<file path="src/rtl/axi_lite_pkg.sv">
// Shared AXI4-Lite types and constants for the read initiator and its FIFO.
package axi_lite_pkg;

    localparam int AddrW        = 32;
    localparam int DataW        = 32;
    localparam int BytesPerWord = 4;

    typedef enum logic [1:0] {
        OKAY   = 2'b00,
        EXOKAY = 2'b01,
        SLVERR = 2'b10,
        DECERR = 2'b11
    } resp_e;

    typedef logic [2:0] prot_t;

    typedef enum logic {
        IDLE = 1'b0,
        RUN  = 1'b1
    } state_e;

endpackage

</file>
<file path="src/rtl/sync_fifo.sv">
// Single-clock FIFO with occupancy count; storage is not reset, only the pointers.
module sync_fifo #(
    parameter  int Width = 33,
    parameter  int Depth = 2,
    localparam int CntW  = $clog2(Depth + 1),
    localparam int PtrW  = (Depth > 1) ? $clog2(Depth) : 1
) (
    input  logic             aclk,
    input  logic             aresetn,
    input  logic             push,
    input  logic [Width-1:0] wdata,
    input  logic             pop,
    output logic [Width-1:0] rdata,
    output logic [CntW-1:0]  count,
    output logic             full,
    output logic             empty
);

    logic [Width-1:0] mem_q [Depth];
    logic [Width-1:0] mem_d [Depth];
    logic [PtrW-1:0]  wr_ptr_q, wr_ptr_d;
    logic [PtrW-1:0]  rd_ptr_q, rd_ptr_d;
    logic [CntW-1:0]  count_q, count_d;
    logic             do_pop;

    function automatic logic [PtrW-1:0] next_ptr(input logic [PtrW-1:0] p);
        return (p == PtrW'(Depth - 1)) ? '0 : p + 1'b1;
    endfunction

    assign do_pop = pop && !empty;

    always_comb begin
        mem_d    = mem_q;
        wr_ptr_d = wr_ptr_q;
        rd_ptr_d = rd_ptr_q;
        count_d  = count_q + CntW'(push) - CntW'(do_pop);
        if (push) begin
            mem_d[wr_ptr_q] = wdata;
            wr_ptr_d        = next_ptr(wr_ptr_q);
        end
        if (do_pop) begin
            rd_ptr_d = next_ptr(rd_ptr_q);
        end
    end

    always_ff @(posedge aclk or negedge aresetn) begin
        if (!aresetn) begin
            wr_ptr_q <= '0;
            rd_ptr_q <= '0;
            count_q  <= '0;
        end else begin
            wr_ptr_q <= wr_ptr_d;
            rd_ptr_q <= rd_ptr_d;
            count_q  <= count_d;
        end
    end

    always_ff @(posedge aclk) begin
        mem_q <= mem_d;
    end

    assign rdata = mem_q[rd_ptr_q];
    assign count = count_q;
    assign full  = (count_q == CntW'(Depth));
    assign empty = (count_q == '0);

endmodule

</file>
<file path="src/rtl/axi_lite_read_initiator.sv">
// AXI4-Lite read master: turns (address, word count) commands into single-beat reads
// with bounded outstanding traffic and streams the returned words out in order.
module axi_lite_read_initiator
    import axi_lite_pkg::*;
#(
    parameter int    Depth  = 2,
    parameter int    LenW   = 8,
    parameter prot_t ArProt = 3'b000
) (
    input  logic             aclk,
    input  logic             aresetn,
    input  logic             cmd_valid,
    output logic             cmd_ready,
    input  logic [31:0]      cmd_addr,
    input  logic [LenW-1:0]  cmd_len,
    output logic [31:0]      araddr,
    output logic             arvalid,
    input  logic             arready,
    output logic [2:0]       arprot,
    input  logic             rvalid,
    output logic             rready,
    input  logic [31:0]      rdata,
    input  logic [1:0]       rresp,
    output logic             out_valid,
    input  logic             out_ready,
    output logic [31:0]      out_data,
    output logic             out_last,
    output logic             busy,
    output logic             err,
    output logic [31:0]      err_addr
);

    localparam int CntW = $clog2(Depth + 1);
    localparam logic [CntW:0] DepthC = (CntW + 1)'(Depth);

    state_e           state_q, state_d;
    logic [AddrW-1:0] base_q, base_d;
    logic [AddrW-1:0] araddr_q, araddr_d;
    logic [AddrW-1:0] err_addr_q, err_addr_d;
    logic [LenW-1:0]  len_q, len_d;
    logic [LenW-1:0]  ar_rem_q, ar_rem_d;
    logic [LenW-1:0]  r_rem_q, r_rem_d;
    logic [CntW-1:0]  inflight_q, inflight_d;
    logic             arvalid_q, arvalid_d;
    logic             err_q, err_d;

    logic             ar_hs, r_hs;
    logic             fifo_push, fifo_pop, fifo_full, fifo_empty;
    logic [CntW-1:0]  fifo_count, fifo_count_d;
    logic [DataW:0]   fifo_rdata;
    logic [AddrW-1:0] beat_addr;

    assign rready    = (state_q == RUN);
    assign ar_hs     = arvalid_q && arready;
    assign r_hs      = rvalid && rready;
    assign fifo_pop  = !fifo_empty && out_ready;
    // Credits make overflow impossible; the full guard only protects storage.
    assign fifo_push = r_hs && (!fifo_full || fifo_pop);
    assign fifo_count_d = fifo_count + CntW'(fifo_push) - CntW'(fifo_pop);
    assign beat_addr = base_q + (AddrW'(len_q - r_rem_q) << 2);

    always_comb begin
        state_d    = state_q;
        base_d     = base_q;
        araddr_d   = araddr_q;
        err_addr_d = err_addr_q;
        len_d      = len_q;
        ar_rem_d   = ar_rem_q;
        r_rem_d    = r_rem_q;
        err_d      = err_q;
        inflight_d = inflight_q + CntW'(ar_hs) - CntW'(r_hs);

        case (state_q)
            IDLE: begin
                if (cmd_valid) begin
                    err_d = 1'b0;
                    if (cmd_len != '0) begin
                        base_d     = cmd_addr & ~AddrW'(3);
                        araddr_d   = cmd_addr & ~AddrW'(3);
                        len_d      = cmd_len;
                        ar_rem_d   = cmd_len;
                        r_rem_d    = cmd_len;
                        err_addr_d = '0;
                        state_d    = RUN;
                    end
                end
            end
            RUN: begin
                if (ar_hs) begin
                    araddr_d = araddr_q + AddrW'(BytesPerWord);
                    ar_rem_d = ar_rem_q - 1'b1;
                end
                if (r_hs) begin
                    r_rem_d = r_rem_q - 1'b1;
                    if (rresp != OKAY && !err_q) begin
                        err_d      = 1'b1;
                        err_addr_d = beat_addr;
                    end
                    if (r_rem_q == LenW'(1)) begin
                        state_d = IDLE;
                    end
                end
            end
            default: state_d = IDLE;
        endcase

        // A pending request is never withdrawn; credit only gates raising arvalid.
        arvalid_d = (arvalid_q && !arready) ||
                    (state_d == RUN && ar_rem_d != '0 &&
                     ({1'b0, inflight_d} + {1'b0, fifo_count_d}) < DepthC);
    end

    always_ff @(posedge aclk or negedge aresetn) begin
        if (!aresetn) begin
            state_q    <= IDLE;
            base_q     <= '0;
            araddr_q   <= '0;
            err_addr_q <= '0;
            len_q      <= '0;
            ar_rem_q   <= '0;
            r_rem_q    <= '0;
            inflight_q <= '0;
            arvalid_q  <= 1'b0;
            err_q      <= 1'b0;
        end else begin
            state_q    <= state_d;
            base_q     <= base_d;
            araddr_q   <= araddr_d;
            err_addr_q <= err_addr_d;
            len_q      <= len_d;
            ar_rem_q   <= ar_rem_d;
            r_rem_q    <= r_rem_d;
            inflight_q <= inflight_d;
            arvalid_q  <= arvalid_d;
            err_q      <= err_d;
        end
    end

    sync_fifo #(
        .Width (DataW + 1),
        .Depth (Depth)
    ) u_fifo (
        .aclk    (aclk),
        .aresetn (aresetn),
        .push    (fifo_push),
        .wdata   ({(r_rem_q == LenW'(1)), rdata}),
        .pop     (fifo_pop),
        .rdata   (fifo_rdata),
        .count   (fifo_count),
        .full    (fifo_full),
        .empty   (fifo_empty)
    );

    assign cmd_ready = (state_q == IDLE);
    assign araddr    = araddr_q;
    assign arvalid   = arvalid_q;
    assign arprot    = ArProt;
    assign out_valid = !fifo_empty;
    assign out_data  = fifo_rdata[DataW-1:0];
    assign out_last  = fifo_rdata[DataW];
    assign busy      = (state_q == RUN) || !fifo_empty;
    assign err       = err_q;
    assign err_addr  = err_addr_q;

endmodule

</file>
<file path="config.mk">
export PLATFORM = sky130hd
export DESIGN_NAME = axi_lite_read_initiator
export DESIGN_NICKNAME = d
export VERILOG_FILES = /design/src/rtl/axi_lite_pkg.sv /design/src/rtl/sync_fifo.sv /design/src/rtl/axi_lite_read_initiator.sv
export SDC_FILE = /design/constraint.sdc
export NUM_CORES = 1
export LEC_CHECK = 0
export ABC_AREA = 1
export BUFFER_PORTS_ARGS = -buffer_cell sky130_fd_sc_hd__buf_2
export CORE_MARGIN = 2
export CORE_UTILIZATION = 40
export CTS_BUF_LIST = sky130_fd_sc_hd__clkbuf_4
export DETAILED_ROUTE_END_ITERATION = 10
export PLACE_DENSITY = 0.65
export SLEW_MARGIN = 20
export SYNTH_ARGS = -nofsm -noshare
export SYNTH_HDL_FRONTEND = slang
export SYNTH_SLANG_ARGS = --single-unit
</file>
<file path="constraint.sdc">
create_clock -name aclk -period 3.37 [get_ports aclk]
set_clock_uncertainty 0.15 [all_clocks]
set_input_delay 0.674 -clock aclk [delete_from_list [all_inputs] [get_ports aclk]]
set_output_delay 0.674 -clock aclk [all_outputs]
set_load 0.05 [all_outputs]
</file>
# [Yosys cells after proc, flatten, opt, wreduce, memory -nomap -nowiden]
# Cells that the tools add are included.
[totals] regBits=193 inputBits=80 out_inout_bits=106 word_cells=102
[op_classes] add_sub_neg=13 n_lt_le_gt_ge=4 eq_ne=7 mux=34 n_bitwise=3 reduce_logical=26
[ops] cell="$mux W32" n=7
[ops] cell="$mux W33" n=4
[ops] cell="$pmux W32 S2" n=2
[ops] cell="$bwmux W66" n=1
[ops] cell="$mux W8" n=6
[ops] cell="$demux W33 S1" n=1
[ops] cell="$add A32 B3 Y32 const B" n=1
[ops] cell="$add A32 B32 Y32" n=1
[ops] cell="$pmux W8 S2" n=2
[ops] cell="$reduce_bool A8 Y1" n=2
[ops] cell="$sub A8 B1 Y8 const B" n=2
[ops] cell="$reduce_and A3 Y1" n=4
[ops] cell="$logic_and A1 B1 Y1" n=10
[ops] cell="$mux W1" n=9
[ops] cell="$sub A8 B8 Y9" n=1
[ops] cell="$eq A8 B1 Y1 const B" n=1
[ops] cell="$ne A2 B1 Y1 const B" n=4
[ops] cell="$sub A2 B1 Y2" n=3
[ops] cell="$add A2 B1 Y2" n=2
[ops] cell="$ge A2 B2 Y1 const B" n=2
[ops] cell="$logic_not A1 Y1" n=4
[ops] cell="$not A1 Y2" n=2
[ops] cell="$pmux W1 S2" n=2
[ops] cell="$reduce_and A4 Y1" n=1
[ops] cell="other kinds (10)" n=13

# [Logic depth before layout (Yosys ltp)]
# Gate-level depths: netlist of run 1.
[logic_depth] word_depth=11 mapped_depth=20

# [Modules after synthesis]
# Synthesis of run 1 repeated with hierarchy kept, for this count alone.
[unflattened] hier_cells=1446 hier_area_um2=11144.4
[modules_own_cells] module="axi_lite_read_initiator" instances=1 cells_per_inst=1243 area_per_inst_um2=8456.9
[modules_own_cells] module="sync_fifo" instances=1 cells_per_inst=203 area_per_inst_um2=2687.6

# [Worst setup path after synthesis of run 1]
# Ideal clock, no wire load.
[synth_timing] path_kind="reg2reg" start="reg r_rem_q[0]" end="reg err_addr_q[30] (netlist: err_addr[30])" setup_ps=118 arrival_time_ps=2990 required_time_ps=3102 slack_ps=112 path_stages_with_launch=19 n_path_buf=0 cell_sequence="dfrtp_1 > ha_1 > fa_1 > o21ai_0 > nand2_1 > nand2_1 > inv_1 > ha_1 > nand2_1 > nor2_1 > inv_1 > nor2_1 > nand2_1 > nand3_1 > nand3_1 > nand2_1 > nand2_1 > nand3_1 > nand2_1"
[synth_between] elab_chain_len=5
[synth_rtl] item="start, declared" line_no="axi_lite_read_initiator.sv:42" source="logic [LenW-1:0] r_rem_q, r_rem_d;"
[synth_rtl] item="start signal, assigned" line_no="axi_lite_read_initiator.sv:132" source="r_rem_q <= r_rem_d;"
[synth_rtl] item="$sub A8 B8 Y9" line_no="axi_lite_read_initiator.sv:60" source="assign beat_addr = base_q + (AddrW'(len_q - r_rem_q) << 2);"
[synth_rtl] item="$add A32 B32 Y32" line_no="axi_lite_read_initiator.sv:60"
[synth_rtl] item="$mux W32" line_no="axi_lite_read_initiator.sv:95" source="if (rresp != OKAY && !err_q) begin"
[synth_rtl] item="$mux W32" line_no="axi_lite_read_initiator.sv:93" source="if (r_hs) begin"
[synth_rtl] item="$pmux W32 S2" line_no="axi_lite_read_initiator.sv:73" source="case (state_q)"
[synth_rtl] item="end signal, assigned" line_no="axi_lite_read_initiator.sv:129" source="err_addr_q <= err_addr_d;"
[synth_rtl] item="end, declared" line_no="axi_lite_read_initiator.sv:39" source="logic [AddrW-1:0] err_addr_q, err_addr_d;"
# Every way passes these cells. The select of a mux whose other input is x is not followed.
# A chain may end at the register's enable or synchronous reset.

# [Worst setup path in the final report of run 1]
[layout_timing] start="reg r_rem_q[0]" end="reg err_addr_q[29] (netlist: err_addr[29])"
# Same word-level chain as after synthesis.

==> results of run 1 <==
## cells by family (layout without fill, tap and decap cells)
| logic type | Yosys count | in the layout | synth area share, % |
|---|---|---|---|
| adder cells (fa/ha/maj) | 52 | 52 | 6.153 |
| AO/OA/AOI/OAI | 187 | 187 | 9.515 |
| flip-flops | 189 | 189 | 46.25 |
| buffers and inverters | 185 | 401 | 7.125 |
| AND/OR/NAND/NOR | 764 | 764 | 29.32 |
| XOR/XNOR | 20 | 20 | 1.601 |
| other | 1 | 8 | 0.03428 |
## cell type report
type / count / area, sq um / area share (%)
Multi-Input combinational cell: 1030 / 5508 / 41.78
Sequential cell: 189 / 5060 / 38.38
Timing Repair Buffer: 226 / 1299 / 9.852
Inverter: 143 / 541.8 / 4.110
Tap cell: 341 / 426.7 / 3.237
Clock inverter: 15 / 217.7 / 1.651
Clock buffer: 17 / 127.6 / 0.9681
Antenna cell: 1 / 2.502 / 0.01898
## state kept, by name (all words and copies together) (netlist names), 2 cells and up
register      cells
u_fifo.mem_q     66
araddr           30
base_q           30
err_addr         30
ar_rem_q          8
len_q             8
r_rem_q           8
inflight_q        2
u_fifo.count      2
## per-layer routing
layer	track usage, %	vias up
met5	0	-
met4	5.463	0
met3	3.755	35
met2	31.75	288
met1	29.44	4522
li1	-	4976
## cells in the final DEF (no fill, tap or decap), types with 7 or more instances in the layout
master,instances
o21ai_1,14
nand2_1,476
conb_1,7
buf_4,43
ha_4,16
nand2_2,12
nand4_1,18
nand3_1,73
ha_1,28
a21oi_1,54
edfxtp_1,66
dfrtp_1,123
nor2_2,16
inv_1,135
nor2_1,109
o21ai_0,64
buf_2,175
a21oi_2,10
a31oi_1,12
nor2_4,8
clkbuf_4,17
xnor2_1,7
nor3_1,22
xor2_1,13
nand3_2,7
## power groups by stage
stage | registers (mW) | logic [mW] | clock network (mW)
after floorplan | 4.38 | 3.21 | 0
after global placement | 3.42 | 5.57 | 0
after detailed placement | 3.44 | 5.61 | 0
after CTS | 3.39 | 5.64 | 1.49
after global routing | 3.48 | 6.44 | 1.56
final | 3.39 | 5.86 | 1.43
## worst register-to-register path, stage by stage, from the launching register on
cell and delay [ns]:
dfrtp_1 0.42, ha_1 0.20, fa_1 0.40, o21ai_2 0.17, buf_4 0.14, a31oi_1 0.08, xnor2_1 0.14, ha_2 0.40
nand2_2 0.09, nor2_1 0.20, nand3_1 0.10, nand3_1 0.19, nand2_1 0.14, nand2_1 0.09, nand2_1 0.04, nand3_1 0.07
nand2_1 0.05
## worst paths after layout
kind                                          to  cells past startpoint    startpoint  slack (ns)
worst max-delay path                err_addr[29]                     16    r_rem_q[0]        0.21
worst min-delay path            u_fifo.mem_q[25]                      1     rdata[25]        0.08
worst max register to register      err_addr[29]                     16    r_rem_q[0]        0.21
worst min register to register      err_addr[27]                      2  err_addr[27]        0.35
max in group asynchronous               len_q[3]                      3       aresetn        1.66
min in group asynchronous             araddr[21]                      2       aresetn        0.40
## what timing repair did
action | 4_1_cts | 5_1_grt
endpoints found under the setup margin | 12 | 23
gates resized for setup | 2 | 89
hold endpoints to repair | 31 | 5
cloned | 0 | 0
buffers inserted | 0 | 3
pin swaps | 0 | 7
hold buffers | 1 | 5
==> impl_results.md, run 1 <==
- Slew Viols, Final: 0
- Final nets: 1739
- Pleak: 6.570 nW
- Critical path arrival: 3.51 ns
- Syn Area/Cell: around 8 sq um
- Final setup vio count: 0
- Iteration-0 DRC Markers: 799
- Total die area: roughly 29000 sq um
- Fraction of layout cells with a size suffix above 1: 21.91%
- Total power: 10.69 mW
- Post-route ant nets: 0
- Placed instance count: 1920
- Startpoint Class: flop
- Clock sinks: around 190
- Sw Share: 52.58%
- Setup tns final: 0 ns
- # rows: 60
- CTS tree: yes
- Synth-to-layout area growth: 20.49%
- Post-Route Utilization: between 40% and 50%
- Ys Warns: 0
- Clk Tree Root Cell: clkbuf_4
- Max IR drop VDD: 0.4636 mV
- Final instance area: 13180 sq um
- Placed inst area: 12370 sq um
- Setup crit end kind: flop
- Switching pwr: 5.619 mW
- Post-synthesis cell type count: 53
- Worst path max stage delay: 0.42 ns
- Post-Syn Area: 10940 sq um
- Syn Inst Count: approximately 1400
- Sequential area share after synthesis: 46.25%
- Worst path buffer plus inverter count: 1
- Reg power frac: a little under a third
- Final hold slack: 0.08459 ns
- Finished Layout Cells: 1962
- Kind of critical path: flop to flop
- Clock Latency Late Sink: 0.60 ns
- Number of synthesized flops with an enable pin: 66
- Hold WC Path Type: primary input to flop
- DIE WIDTH: between 150 and 200 um
- Met3 WL post-DR: 1641 um
- Slew headroom: 58.72%
- Initial core utilization: 40.71%
- I/O pin count: 186
- DR top layer: met4
- Maximum clock rate: 0.3167 GHz
- Port-buffer cells: 176
- PnR worst setup slack: 0.2128 ns
- CP Cell Sequence: ha_1 > fa_1 > o21ai_2 > buf_4 > a31oi_1 > xnor2_1 > ha_2 > nand2_2 > nor2_1 > nand3_1 > nand3_1 > nand2_1 > nand2_1 > nand2_1 > nand3_1 > nand2_1
- HPWL reported at the end of detailed placement: roughly 22000 um
- Vias in the first global route: 9317
- WL final: 29240 um
- Period utilization: 93.68%
- Clk network pwr share: 13.4%
- Post-DR wirelength/cell: 14.90 um
- Critical Path RT: 3.73 ns
- Cell-internal power: 5.068 mW
- Largest net degree at the start of global routing: 48
- Post-synth top cells: nand2_1, inv_1, dfrtp_1, nor2_1, nand3_1
- Die span in y: 169.4 um
- Detail Route met2 WL: between 10000 and 15000 um
- Top cell type's share of synthesized area: 28.13%
- First-pass GRT wire length: 46740 um
- Worst Setup Slack post-DPL: -0.06119 ns
- Clock slew at reported path FFs: 0.22 ns
- Largest cells by area after synthesis: dfrtp_1, edfxtp_1, nand2_1
- Fraction of registers with async set/reset: 65.08%
- Maximum capacitance violations: 0
- Status: finished clean
- Fillers: approximately 2600
- Worst-margin pin slew: 0.6193 ns
- Pwr per Cell Area: 810.7 nW/um^2
- Core area: between 20000 and 30000 sq um
- CTS buffer count: 17
- GPL Wtd Cong: a little over 0.9
- Vias per inst: 5.006
- Min Tclk post-route: 3.157 ns
- Crit path max-delay family: adder cells
- Crit path top cell by count: nand2_1
- Most common cell in the netlist: nand2_1
- Total grt overflow: 0
- Yosys top cell by area: dfrtp_1
- Initial antenna violation count: 1
- Combinational Power Share: 54.8%
- Hold Vio Cnt, Final: 0
- Drt pass-1 iters: 5
- H-tree levels: 4
- Total GRT Usage: 20.44%
- Top_reg_cell synth: dfrtp_1
- Critical Path Slowest Stage Cell: dfrtp_1
- Vias post-DR: 9821
- Peak fanout along the critical path: 7
- Yosys reg bits: between 150 and 200
- Clk buf depth: 2
- Met1 Wirelength: 14210 um
- DRC violations left: 0
(Power assumes the default switching activity.)
==> run 2, diff against run 1 <==
--- a/config.mk
+++ b/config.mk
@@ -9,9 +9,10 @@
 export BUFFER_PORTS_ARGS = -buffer_cell sky130_fd_sc_hd__buf_2
 export CORE_MARGIN = 2
 export CORE_UTILIZATION = 40
-export CTS_BUF_LIST = sky130_fd_sc_hd__clkbuf_4
+export CTS_BUF_LIST = sky130_fd_sc_hd__clkbuf_8
 export DETAILED_ROUTE_END_ITERATION = 10
 export PLACE_DENSITY = 0.65
+export RECOVER_POWER = 25
 export SLEW_MARGIN = 20
 export SYNTH_ARGS = -nofsm -noshare
 export SYNTH_HDL_FRONTEND = slang
==> constraint.sdc (replaced) <==
create_clock -name aclk -period 3.37 [get_ports aclk]
set_clock_uncertainty 0.15 [all_clocks]
set_input_delay 0.674 -clock aclk [delete_from_list [all_inputs] [get_ports aclk]]
set_output_delay 0.674 -clock aclk [all_outputs]
set_load 0.005 [all_outputs]
==> run 2 against run 1 <==
Effect of this change: first-iteration DRC count shrank 10%; sequential share of layout area increased by 0.22 points; total power fell by 14%; clock power rose by 20%; final cell count shrank 0.25%; flip-flop and latch count is the same; critical endpoint is now err_addr[24]; global-route usage about the same; the flow now finishes with violations (max-capacitance violations, max-slew violations); register-to-register slack lost 0.06 ns.
==> impl_results.md, run 2 (synthesis results as in run 1) <==
- Status: finished, violations left (was finished clean)
- Failing checks: max-capacitance violations, max-slew violations
- Worst Setup EP: err_addr[24] (was err_addr[29])
- Maximum clock rate: 0.3111 GHz (was 0.3167 GHz)
- CTS tree: yes (unchanged)
- Worst-margin pin slew: 1.767 ns (was 0.6193 ns)
- DIE WIDTH: 169.4 um (unchanged)
- Period utilization: 95.39% (was 93.68%)
- First-pass GRT wire length: 46760 um (was 46740 um)
- Clk network pwr share: 18.7% (was 13.4%)
- Reg2Reg Depth: 18 (was 16)
- Hold WC Path Type: primary input to flop (unchanged)
- Biggest register: u_fifo.mem_q (unchanged)
- Pleak: 6.567 nW (was 6.570 nW)
- Drt pass-1 iters: 5 (unchanged)
- CTS buffer count: 17 (unchanged)
- Slew Viols, Final: 124 (was 0)
- Vias per inst: 5.038 (was 5.006)
- Clk buf depth: 2 (unchanged)
- Fraction of layout cells with a size suffix above 1: 20.92% (was 21.91%)
- Critical Path Start: r_rem_q[4] (was r_rem_q[0])
- Slew headroom: -17.82% (was 58.72%)
- Clk Tree Root Cell: clkbuf_8 (was clkbuf_4)
- # rows: 60 (unchanged)
- Initial core utilization: 40.71% (unchanged)
- Reg power frac: 37.0% (was 31.7%)
- Crit path top cell by count: nand2_1 (unchanged)
- Hold Vio Cnt, Final: 0 (unchanged)
- Total grt overflow: 0 (unchanged)
- H-tree levels: 4 (unchanged)
- Startpoint Class: flop (unchanged)
- Fillers: 2592 (was 2635)
- Synth-to-layout area growth: 19.81% (was 20.49%)
- Vias post-DR: 9860 (was 9821)
- Critical Path RT: 3.58 ns (was 3.73 ns)
- CP Cell Sequence: inv_1 > ha_1 > inv_1 > nor3_1 > nand2_1 > nand2_2 > inv_4 > buf_12 > ha_2 > nand2_1 > nor2_1 > inv_1 > nor3_1 > nand3_1 > nand3_2 > nand2_1 > nand2_1 > o21ai_0 (was ha_1 > fa_1 > o21ai_2 > buf_4 > a31oi_1 > xnor2_1 > ha_2 > nand2_2 > nor2_1 > nand3_1 > nand3_1 > nand2_1 > nand2_1 > nand2_1 > nand3_1 > nand2_1)
- Post-DR wirelength/cell: 14.91 um (was 14.90 um)
- Sw Share: 42.07% (was 52.58%)
- Min Tclk post-route: 3.215 ns (was 3.157 ns)
- Leading cell type in the layout, fill and taps excluded: nand2_1 (unchanged)
- Total power: 9.156 mW (was 10.69 mW)
- Port-buffer cells: 176 (unchanged)
- FF+latch area: 5060 sq um (unchanged)
- Clock Latency Late Sink: 0.47 ns (was 0.60 ns)
- Switching pwr: 3.852 mW (was 5.619 mW)
- Max reg flops: 66 (unchanged)
- Largest net degree at the start of global routing: 124 (was 48)
- Cell-internal power: 5.304 mW (was 5.068 mW)
- R2R setup slack: 0.16 ns (was 0.21 ns)
- Setup crit end kind: flop (unchanged)
- Initial antenna violation count: 0 (was 1)
- R2r endpoint: err_addr[24] (was err_addr[29])
- Kind of critical path: flop to flop (unchanged)
- Hold Path Depth: 1 (unchanged)
- DRC violations left: 0 (unchanged)
- Worst r2r src: r_rem_q[4] (was r_rem_q[0])
- Setup tns final: 0 ns (unchanged)
- Critical Path Slowest Stage Cell: dfrtp_1 (unchanged)
- Clock slew at reported path FFs: 0.13 ns (was 0.22 ns)
- Peak fanout along the critical path: 13 (was 7)
- Final setup vio count: 0 (unchanged)
- Clock sinks: 189 (unchanged)
- WL final: 29180 um (was 29240 um)
- Final nets: 1735 (was 1739)
- Commonest non-fill, non-tap cells in the layout: nand2_1, buf_2, inv_1 (unchanged)
- Number of diodes: 0 (was 1)
- Total GRT Usage: 20.44% (about the same)
- Critical path arrival: 3.42 ns (was 3.51 ns)
- HPWL reported at the end of detailed placement: 21610 um (was 21880 um)
- I/O pin count: 186 (unchanged)
- Combinational Power Share: 44.3% (was 54.8%)
- CTS Hold Bufs: 0 (was 1)
- Maximum capacitance violations: 1 (was 0)
- Post-route ant nets: 0 (unchanged)
- Pwr per Cell Area: 698.5 nW/um^2 (was 810.7 nW/um^2)
- RSZ-0062 raised after global routing: yes
- GPL Wtd Cong: 0.9033 (was 0.9139)
- Total die area: 28690 sq um (unchanged)
- Core area: 26880 sq um (unchanged)
- Die span in y: 169.4 um (unchanged)
- Worst path max stage delay: 0.41 ns (was 0.42 ns)
- Max IR drop VDD: 0.3147 mV (was 0.4636 mV)
- Area occupied by multi-input gates: 5373 sq um (was 5508 sq um)
- Iteration-0 DRC Markers: 719 (was 799)
- Vias in the first global route: 9167 (was 9317)
[run 2: worst min path at each step]
stage | startpoint | to
final | rdata[27] | u_fifo.mem_q[60]
after floorplan | aresetn | ar_rem_q[0]
after CTS | aresetn | err_addr[23]
after detailed placement | err_addr[25] | err_addr[25]
after global routing | rdata[27] | u_fifo.mem_q[60]
after global placement | err_addr[9] | err_addr[9]
[run 2: power by group through the flow]
| stage | registers (mW) | clock network, mW | logic, mW |
|---|---|---|---|
| after floorplan | 3.41 | 0 | 2.45 |
| after global placement | 3.42 | 0 | 3.86 |
| after detailed placement | 3.43 | 0 | 3.90 |
| after CTS | 3.38 | 1.76 | 3.93 |
| after global routing | 3.47 | 1.84 | 4.64 |
| final | 3.39 | 1.71 | 4.06 |
[run 2: cell type report]
class,instances,share of cell area (%)
inverters,143,4.133
multi-input cells,1030,40.99
flip-flops and latches,189,38.60
clock inverters,15,1.651
repair buffers,222,9.584
clock buffers,17,1.785
well taps,341,3.255
[run 2: metrics by stage]
step           cells  hold slack, ns  setup slack [ns]  instance area (sq um)  utilization (%)
3_3_place_gp    1924          0.3102          -0.02530                  12430            46.23
6_report        1957          0.2249            0.1554                  13110            48.77
3_5_place_dp    1924          0.3133          -0.06502                  12430            46.23
2_1_floorplan   1404          0.2284            0.1123                  10960                -
4_1_cts         1956          0.1639          0.009430                  12880            47.93
5_1_grt         1957          0.1879          -0.07172                  13110            48.77
[run 2: per-layer routing]
metal | up-vias | part of all wire (%) | track usage, %
li1 | 4976 | - | -
met1 | 4556 | 49 | 30.08
met2 | 305 | 45 | 31.96
met3 | 23 | 5.5 | 2.985
met4 | 0 | 1.1 | 4.608
met5 | - | 0 | 0
[run 2: repair_timing]
item | in CTS | in global routing
endpoints found under the hold margin | 0 | 0
setup buffers | 0 | 1
pin swaps | 0 | 3
setup endpoints to repair | 13 | 23
resized for setup | 2 | 68
[run 2: critical path, delay by kind of cell, from the launching register on]
kind / cells / cell delay, ns
compound gates: 1 / 0.07
fa+ha+maj: 2 / 0.73
buf+inv: 5 / 0.52
flops: 1 / 0.41
simple gates: 10 / 1.23
==> run 3, diff against run 2 <==
--- a/config.mk
+++ b/config.mk
@@ -8,10 +8,10 @@
 export ABC_AREA = 1
 export BUFFER_PORTS_ARGS = -buffer_cell sky130_fd_sc_hd__buf_2
 export CORE_MARGIN = 2
-export CORE_UTILIZATION = 40
+export CORE_UTILIZATION = 53
 export CTS_BUF_LIST = sky130_fd_sc_hd__clkbuf_8
 export DETAILED_ROUTE_END_ITERATION = 10
-export PLACE_DENSITY = 0.65
+export PLACE_DENSITY = 0.82
 export RECOVER_POWER = 25
 export SLEW_MARGIN = 20
 export SYNTH_ARGS = -nofsm -noshare
==> run 3 against run 2 <==
Effect of this change: maximum frequency rose by 0.59%; via count is 3.0% higher; die area fell by 24%; sequential share of layout area rose by 0.72 points; non-clock buffer count decreased by 6; utilization rose by 15 points; largest cell class unchanged; critical path type unchanged; total power is 1.3% lower; the flow still finishes with violations (max-capacitance violations, max-slew violations); final cell count is 3.9% lower; routed wire length is 2.6% lower; global-route usage up 5.8 points; largest power group unchanged.
==> impl_results.md, run 3 (synthesis results as in run 1) <==
- Status: finished, violations left (unchanged)
- Failing checks: max-capacitance violations, max-slew violations (unchanged)
- Core area: 20230 sq um (was 26880 sq um)
- Hold Vio Cnt, Final: 0 (unchanged)
- DIE WIDTH: 147.7 um (was 169.4 um)
- Startpoint Class: flop (unchanged)
- Clock Latency Late Sink: 0.50 ns (was 0.47 ns)
- CTS buffer count: 17 (unchanged)
- Worst-margin pin slew: 1.700 ns (was 1.767 ns)
- Slew Viols, Final: 33 (was 124)
- Hold WC Path Type: primary input to flop (unchanged)
- Placed instance count: 1844 (was 1924)
- Final setup vio count: 0 (unchanged)
- Maximum clock rate: 0.3129 GHz (was 0.3111 GHz)
- Vias per inst: 5.399 (was 5.038)
- Largest net degree at the start of global routing: 55 (was 124)
- RSZ-0062 raised after global routing: yes (unchanged)
- Clk buf depth: 2 (unchanged)
- WL final: 28420 um (was 29180 um)
- Min Tclk post-route: 3.196 ns (was 3.215 ns)
- Clock slew at reported path FFs: 0.11 ns (was 0.13 ns)
- Pleak: 6.498 nW (was 6.567 nW)
- Max IR drop VDD: 0.3115 mV (was 0.3147 mV)
- Drt pass-1 iters: 7 (was 5)
- Leading cell type in the layout, fill and taps excluded: nand2_1 (unchanged)
- Synth-to-layout area growth: 17.61% (was 19.81%)
- Clock sinks: 189 (unchanged)
- Iteration-0 DRC Markers: 817 (was 719)
- Maximum capacitance violations: 1 (unchanged)
- Total grt overflow: 0 (unchanged)
- Pwr per Cell Area: 702.3 nW/um^2 (was 698.5 nW/um^2)
- I/O pin count: 186 (unchanged)
- DRC violations left: 0 (unchanged)
- Critical Path RT: 3.62 ns (was 3.58 ns)
- GPL Wtd Cong: 0.9261 (was 0.9033)
- # rows: 52 (was 60)
- Fraction of layout cells with a size suffix above 1: 18.76% (was 20.92%)
- Finished Layout Cells: 1880 (was 1957)
- Placed inst area: 12260 sq um (was 12430 sq um)
- Period utilization: 94.83% (was 95.39%)
- Initial antenna violation count: 0 (unchanged)
- Total power: 9.037 mW (was 9.156 mW)
- Setup crit end kind: flop (unchanged)
- CTS tree: yes (unchanged)
- Number of diodes: 0 (unchanged)
- Slew headroom: -13.31% (was -17.82%)
- Max reg flops: 66 (unchanged)
- Critical path arrival: 3.45 ns (was 3.42 ns)
- First-pass GRT wire length: 45890 um (was 46760 um)
- Vias post-DR: 10151 (was 9860)
- Final nets: 1729 (was 1735)
- Initial core utilization: 54.07% (was 40.71%)
- Post-route ant nets: 0 (unchanged)
- Final instance area: 12870 sq um (was 13110 sq um)
- Die span in y: 147.7 um (was 169.4 um)
- Hold Path Depth: 1 (unchanged)
- Post-DR wirelength/cell: 15.12 um (was 14.91 um)
- Vias in the first global route: 9539 (was 9167)
- Kind of critical path: flop to flop (unchanged)
- Port-buffer cells: 176 (unchanged)
- Reg2Reg Depth: 19 (was 18)
- Peak fanout along the critical path: 5 (was 13)
- Total GRT Usage: 26.25% (was 20.44%)
- Total die area: 21810 sq um (was 28690 sq um)
- Commonest non-fill, non-tap cells in the layout: nand2_1, buf_2, inv_1 (unchanged)
- Biggest register: u_fifo.mem_q (unchanged)
- Clk Tree Root Cell: clkbuf_8 (unchanged)
- HPWL reported at the end of detailed placement: 21200 um (was 21610 um)
- H-tree levels: 4 (unchanged)
- Setup tns final: 0 ns (unchanged)
- Final hold slack: 0.2050 ns (was 0.2249 ns)
-- run 3: cell count changes in the layout (fill, tap and decap cells not counted), moves of 6 or more --
cell      previous run  this run
nor2_1             109       115
clkbuf_1             8        20
nor2_2              18        12
buf_2              167       158
buf_4               42        33
ha_1                32        38
-- run 3: layout make-up --
type                       instances  area (sq um)
tap                              270         337.8
timing repair buffer             216          1176
fill                            1763          7367
sequential                       189          5060
multi-input combinational       1030          5299
clock inverter                    15         221.5
clock buffer                      17         234.0
inverter                         143         539.3
-- run 3: repair_timing --
item	CTS	global route
hold buffers	1	0
pin swaps	0	5
buffers inserted	0	3
resized for setup	2	51
hold endpoints to repair	29	0
endpoints found under the setup margin	8	22
-- run 3: where the power goes --
part | switching (mW) | internal (mW)
logic | 2.41 | 1.53
registers | 0.392 | 3.02
clock network | 1.01 | 0.668
-- run 3: metal layers --
metal / up-vias / wire (um) / track usage, %
li1: 4958 / - / -
met1: 4745 / 12420 / 36.24
met2: 389 / 13290 / 42.88
met3: 59 / 2069 / 4.444
met4: 0 / 639 / 7.837
met5: - / 0 / 0
-- run 3: path summary, 6_finish.rpt --
kind	start	to	slack, ns
min in group asynchronous	aresetn	err_addr[27]	1.00
setup / recovery	len_q[0]	err_addr[29]	0.17
hold / removal	rdata[27]	u_fifo.mem_q[27]	0.20
hold reg to reg	err_addr[25]	err_addr[25]	0.34
max in group asynchronous	aresetn	len_q[5]	0.45
setup reg to reg	len_q[0]	err_addr[29]	0.17
-- run 3: worst max-delay path, cell delays in order, from the launching register on --
cell and delay (ns):
dfrtp_1 0.35, inv_1 0.05, ha_1 0.21, fa_2 0.37
o21ai_2 0.18, buf_4 0.14, xor2_1 0.14, inv_1 0.06
ha_1 0.35, nand2_1 0.09, nand2_1 0.09, inv_1 0.08
o21ai_0 0.16, nand2_1 0.10, nand3_1 0.17, nand2_1 0.15
nand2_1 0.10, nand2_1 0.05, nand3_1 0.06, nand2_1 0.05
-- run 3: per-stage QoR --
stage	setup WS, ns	utilization (%)
final	0.1742	63.59
after floorplan	0.1123	-
after global routing	-0.06598	63.59
after global placement	-0.01493	60.57
after CTS	0.01356	62.90
after detailed placement	-0.03654	60.57
